<file path="config.mk">
export PLATFORM = sky130hd
export DESIGN_NAME = imem_loader
export DESIGN_NICKNAME = d
export VERILOG_FILES = /design/src/rtl/imem_loader_pkg.sv /design/src/rtl/imem_loader_word_assembler.sv /design/src/rtl/imem_loader.sv
export SDC_FILE = /design/constraint.sdc
export NUM_CORES = 1
export LEC_CHECK = 0
export CELL_PAD_IN_SITES_DETAIL_PLACEMENT = 1
export CELL_PAD_IN_SITES_GLOBAL_PLACEMENT = 1
export CORE_MARGIN = 2
export CORE_UTILIZATION = 47
export CTS_BUF_LIST = sky130_fd_sc_hd__clkbuf_4
export CTS_CLUSTER_SIZE = 8
export DETAILED_ROUTE_END_ITERATION = 6
export PLACE_DENSITY = 0.82
export SLEW_MARGIN = 5
export SYNTH_ARGS = -nofsm -noshare
export SYNTH_HDL_FRONTEND = slang
export SYNTH_SLANG_ARGS = --single-unit
</file>
<file path="constraint.sdc">
create_clock -name clk -period 4.9 [get_ports clk]
set_input_delay 0.98 -clock clk [delete_from_list [all_inputs] [get_ports clk]]
set_output_delay 0.98 -clock clk [all_outputs]
set_load 0.05 [all_outputs]
</file>
<file path="src/rtl/imem_loader_pkg.sv">
// Shared state encoding and framing constants for the instruction-memory loader.
// The CSUM encoding is always present, including builds without IMEM_LOADER_CHECKSUM_EN.
package imem_loader_pkg;

    localparam int unsigned HDR_BYTES      = 2;
    localparam int unsigned BYTES_PER_WORD = 4;

    typedef enum logic [2:0] {
        S_IDLE  = 3'd0,
        S_HDR0  = 3'd1,
        S_HDR1  = 3'd2,
        S_DATA  = 3'd3,
        S_CSUM  = 3'd4,
        S_FLUSH = 3'd5,
        S_DONE  = 3'd6,
        S_ERR   = 3'd7
    } state_t;

endpackage

</file>
<file path="src/rtl/imem_loader_word_assembler.sv">
// Little-endian byte-to-word assembler: four accepted bytes form one 32-bit word.
// `word` already includes the byte being accepted, so the lane-3 cycle presents the full word.
module word_assembler
    import imem_loader_pkg::*;
(
    input  logic        clk,
    input  logic        reset,
    input  logic        clear,
    input  logic        byte_en,
    input  logic [7:0]  byte_in,
    output logic [31:0] word,
    output logic        word_done
);

    localparam int unsigned LANE_W = $clog2(BYTES_PER_WORD);

    logic [LANE_W-1:0] lane;
    logic [31:0]       shreg;

    always_ff @(posedge clk or posedge reset) begin
        if (reset) begin
            lane  <= '0;
            shreg <= '0;
        end else if (clear) begin
            lane  <= '0;
            shreg <= '0;
        end else if (byte_en) begin
            lane  <= lane + 1'b1;
            shreg <= word;
        end
    end

    always_comb begin
        word = shreg;
        if (byte_en) begin
            word[lane*8 +: 8] = byte_in;
        end
    end

    assign word_done = byte_en && (lane == LANE_W'(BYTES_PER_WORD - 1));

endmodule

</file>
<file path="src/rtl/imem_loader.sv">
// Boot-time instruction-memory loader: header word count, LE word assembly, sequential writes.
// Define IMEM_LOADER_CHECKSUM_EN to require a trailing 8-bit data checksum byte.
module imem_loader
    import imem_loader_pkg::*;
#(
    parameter int unsigned ADDR_W = 8
) (
    input  logic              clk,
    input  logic              reset,
    input  logic              start,
    input  logic              in_valid,
    input  logic [7:0]        in_data,
    output logic              in_ready,
    output logic              imem_we,
    output logic [ADDR_W-1:0] imem_waddr,
    output logic [31:0]       imem_wdata,
    output logic              cpu_hold,
    output logic              busy,
    output logic              done,
    output logic              err
);

    localparam int unsigned MAX_WORDS = 2 ** ADDR_W;

    state_t          state, state_nx;
    logic [15:0]     count;
    logic [ADDR_W:0] index;
    logic            accept, byte_en, asm_clear, word_done, last_word;
    logic [15:0]     hdr_count;
    logic [31:0]     word;
`ifdef IMEM_LOADER_CHECKSUM_EN
    logic [7:0]      sum;
`endif

    assign accept    = in_valid & in_ready;
    assign hdr_count = {in_data, count[7:0]};
    assign last_word = (16'(index) + 16'd1) == count;

    word_assembler u_asm (
        .clk       (clk),
        .reset     (reset),
        .clear     (asm_clear),
        .byte_en   (byte_en),
        .byte_in   (in_data),
        .word      (word),
        .word_done (word_done)
    );

    always_comb begin
        state_nx  = state;
        asm_clear = 1'b0;
        byte_en   = 1'b0;
        case (state)
            S_IDLE, S_DONE, S_ERR: if (start) state_nx = S_HDR0;
            S_HDR0: if (accept) state_nx = S_HDR1;
            S_HDR1: begin
                if (accept) begin
                    if (hdr_count == 16'd0 || 32'(hdr_count) > MAX_WORDS) begin
                        state_nx = S_ERR;
                    end else begin
                        state_nx  = S_DATA;
                        asm_clear = 1'b1;
                    end
                end
            end
            S_DATA: begin
                byte_en = accept;
                if (word_done && last_word) begin
`ifdef IMEM_LOADER_CHECKSUM_EN
                    state_nx = S_CSUM;
`else
                    state_nx = S_FLUSH;
`endif
                end
            end
            S_CSUM: begin
`ifdef IMEM_LOADER_CHECKSUM_EN
                if (accept) state_nx = (in_data == sum) ? S_FLUSH : S_ERR;
`else
                state_nx = S_ERR;
`endif
            end
            S_FLUSH: state_nx = S_DONE;
            default: state_nx = S_IDLE;
        endcase
    end

    // Status outputs are registered from the next state so they line up with the state register.
    always_ff @(posedge clk or posedge reset) begin
        if (reset) begin
            state      <= S_IDLE;
            count      <= '0;
            index      <= '0;
            imem_we    <= 1'b0;
            imem_waddr <= '0;
            imem_wdata <= '0;
            in_ready   <= 1'b0;
            busy       <= 1'b0;
            done       <= 1'b0;
            err        <= 1'b0;
            cpu_hold   <= 1'b1;
`ifdef IMEM_LOADER_CHECKSUM_EN
            sum        <= '0;
`endif
        end else begin
            state   <= state_nx;
            imem_we <= 1'b0;
            if (state == S_HDR0 && accept) count[7:0] <= in_data;
            if (state == S_HDR1 && accept) begin
                count[15:8] <= in_data;
                index       <= '0;
`ifdef IMEM_LOADER_CHECKSUM_EN
                sum         <= '0;
`endif
            end
`ifdef IMEM_LOADER_CHECKSUM_EN
            if (byte_en) sum <= sum + in_data;
`endif
            if (word_done) begin
                imem_we    <= 1'b1;
                imem_waddr <= index[ADDR_W-1:0];
                imem_wdata <= word;
                index      <= index + 1'b1;
            end
            in_ready <= (state_nx == S_HDR0) || (state_nx == S_HDR1) ||
                        (state_nx == S_DATA) || (state_nx == S_CSUM);
            busy     <= (state_nx == S_HDR0) || (state_nx == S_HDR1) ||
                        (state_nx == S_DATA) || (state_nx == S_CSUM) ||
                        (state_nx == S_FLUSH);
            done     <= (state_nx == S_DONE);
            err      <= (state_nx == S_ERR);
            cpu_hold <= (state_nx != S_DONE);
        end
    end

endmodule

</file>
==> metrics <==
global-route wire length before repair=18200 um; Post-DP Area=5140 sq um; final worst-path cycle share=62.3%; GP Congestion=0.823; Hold Path Stages=2; DRT antenna net count=0; LEAKAGE=2.30 nW; Cell variety after synth=45; Final Setup Violations=0; ys async rst share=100%; GRT overflow=0; Worst R2R Start=state[2]; Worst VDD drop=0.244 mV; critical path class=in2reg; crit path launch type=input pin; Post-Syn Instances=467; PwrDens=477 nW/um^2; area leader, netlist=dfrtp_1; share of the yosys chip area belonging to registers=55.5%; Critical Path End Type=flip-flop; Peak Freq=328 MHz; Max Root-Sink Buffers=2; area of the core=9280 sq um; Synth Warn #=0; CTS H-Tree Depth=3; TritonCTS buffer count=9; HP Start=imem_waddr[3]; Final Cell Area=5260 sq um; CTS tree=done; Final Hold Viols=0; Top FF cell, synth=dfrtp_1; row count=35; Worst-Margin Slew=1.08 ns; worst skew pair latency=0.46 ns; Final Net Count=526; Area growth syn-to-layout=16.6%; Worst-path clk slew=0.13 ns; Layout fillers=1057; Initial Util=48.6%; Tmin final=3.05 ns; Util after Layout=56.6%; Clock Sinks=100; Max-slew headroom=27.9%; die height=102 um; initial antenna violation count=0; R2R cell count=7; Post-synth EDFFs=0; fin cells=641; clock skew=0.0266 ns; worst hold path endpoint=imem_waddr[3]; Post-Syn Area=4510 sq um; worst hold slack=0.491 ns; clk root buf=clkbuf_4; Synth Register Bits=100; die width=102 um; Residual DRC=0; IO buf count=57; full die area=10400 sq um; status=completed; # hold bufs at CTS=0; final WL=10800 um; WL/cell=16.9 um; gr usage total=22.7%; final worst slack=1.85 ns; fraction of layout cells with a size suffix above 1=8.79%; Worst Path Max Fanout=22; Placed Instances=625; Max-Cap Viols=0; Final Max Slew Viols=0; Mean Syn Cell Area=9.66 sq um; Hold Path Class=reg2reg; synth top area cells=dfrtp_1 55%, nand2_1 7.2%, nor2_1 5.5%, mux2_2 4.0%, o21ai_1 3.9%; r2r endpoint=in_ready; overall power=2.51 mW; post-DP HPWL=7550 um; DR pass1 iterations=5; vias in the first global route=3661; largest net degree at the start of global routing=71; number of setup buffers added after CTS=0; post-route setup TNS=0 ns; I/O Pins=58; post_cts resized=0; Syn Nets=486; unrepaired setup endpoints after global routing=false; n_diodes=0; reg2reg setup slack=2.36 ns; vias per cell=5.43; initial DRC count=141; Arr. time, crit path=3.43 ns; Worst Setup Slack post-DPL=1.34 ns; CP required=5.27 ns; share of the synthesized area in the top cell type=54.9%; vias=3483
[flip-flops by register name, summed over array words and instances, names as in the netlist]
name	flops
imem_wdata	32
u_asm.shreg	24
count	16
index	9
imem_waddr	8
state	3
u_asm.lane	2
busy	1
cpu_hold	1
done	1
err	1
imem_we	1
in_ready	1
[layer usage]
metal	global-route usage, %	part of all wire, %	wire length [um]	vias to the layer above
met5	0	0	0	-
met2	37.9	50	5370	50
met3	6.02	3.4	365	12
li1	-	-	-	1653
met4	5.85	1.2	125	0
met1	29.5	46	4960	1768
[report_power, final]
part	internal, mW	switching [mW]
combinational	0.380	0.576
sequential	1.01	0.147
clock	0.118	0.274
[cell usage in the layout (no fill, tap or decap), types with 4 or more instances in the layout]
cell,synthesis,routed
a21oi_1,30,30
inv_1,5,4
nor2_1,66,66
nand2_1,87,87
xnor2_1,7,7
dfrtp_1,99,99
and2_1,4,4
ha_1,7,7
a31oi_1,4,4
mux2_2,16,16
clkbuf_4,0,11
clkdlybuf4s50_1,0,57
a22o_1,9,9
o21ai_1,35,35
nand3_1,8,8
xor2_1,7,7
nand2b_1,4,4
[area by class of cell]
cell class / instances / area [sq um] / area share [%]
clock buffers: 11 / 82.6 / 1.57
clock inverters: 5 / 37.5 / 0.714
inverters: 6 / 25.0 / 0.476
multi-input cells: 330 / 1850 / 35.3
flip-flops and latches: 100 / 2500 / 47.6
well taps: 129 / 161 / 3.07
repair buffers: 60 / 593 / 11.3
[logic make-up after synthesis]
group / share of synthesized area, %
simple gates: 19.1
flops: 55.5
compound gates: 13.4
buf+inv: 3.38
mux: 3.99
xor+xnor: 2.72
fa+ha+maj: 1.94
[how the worst max path moves through the flow]
stage | cells after the start | start | end | slack [ns]
floorplan | 1 | reset | busy | 1.30
global placement | 5 | in_data[1] | u_asm.lane[0] | 1.45
detailed placement | 5 | in_data[1] | u_asm.shreg[3] | 1.34
CTS | 5 | in_data[1] | u_asm.shreg[3] | 1.86
global route | 8 | in_valid | in_ready | 1.64
finish | 8 | in_valid | in_ready | 1.85
[worst max-delay path: stages]
cell	delay (ns)
clkdlybuf4s50_1	0.45
and2_1	0.28
nand3_2	0.35
buf_4	0.35
nor4_1	0.43
nand3_1	0.18
o31ai_2	0.25
xor2_1	0.16
[Yosys cell counts (3+ instances only)]
master    instances
dfrtp_1          99
nand2_1          87
nor2_1           66
o21ai_1          35
a21oi_1          30
clkbuf_1         16
mux2_2           16
buf_2            11
a22o_1            9
nand3_1           8
ha_1              7
xnor2_1           7
xor2_1            7
inv_1             5
a31oi_1           4
and2_1            4
buf_1             4
nand2b_1          4
a21o_1            3
and3_1            3
nand4_1           3
nor2b_1           3
nor3b_1           3
o21ai_0           3
o41ai_1           3
Note: power is estimated with default switching activity, not from simulation.
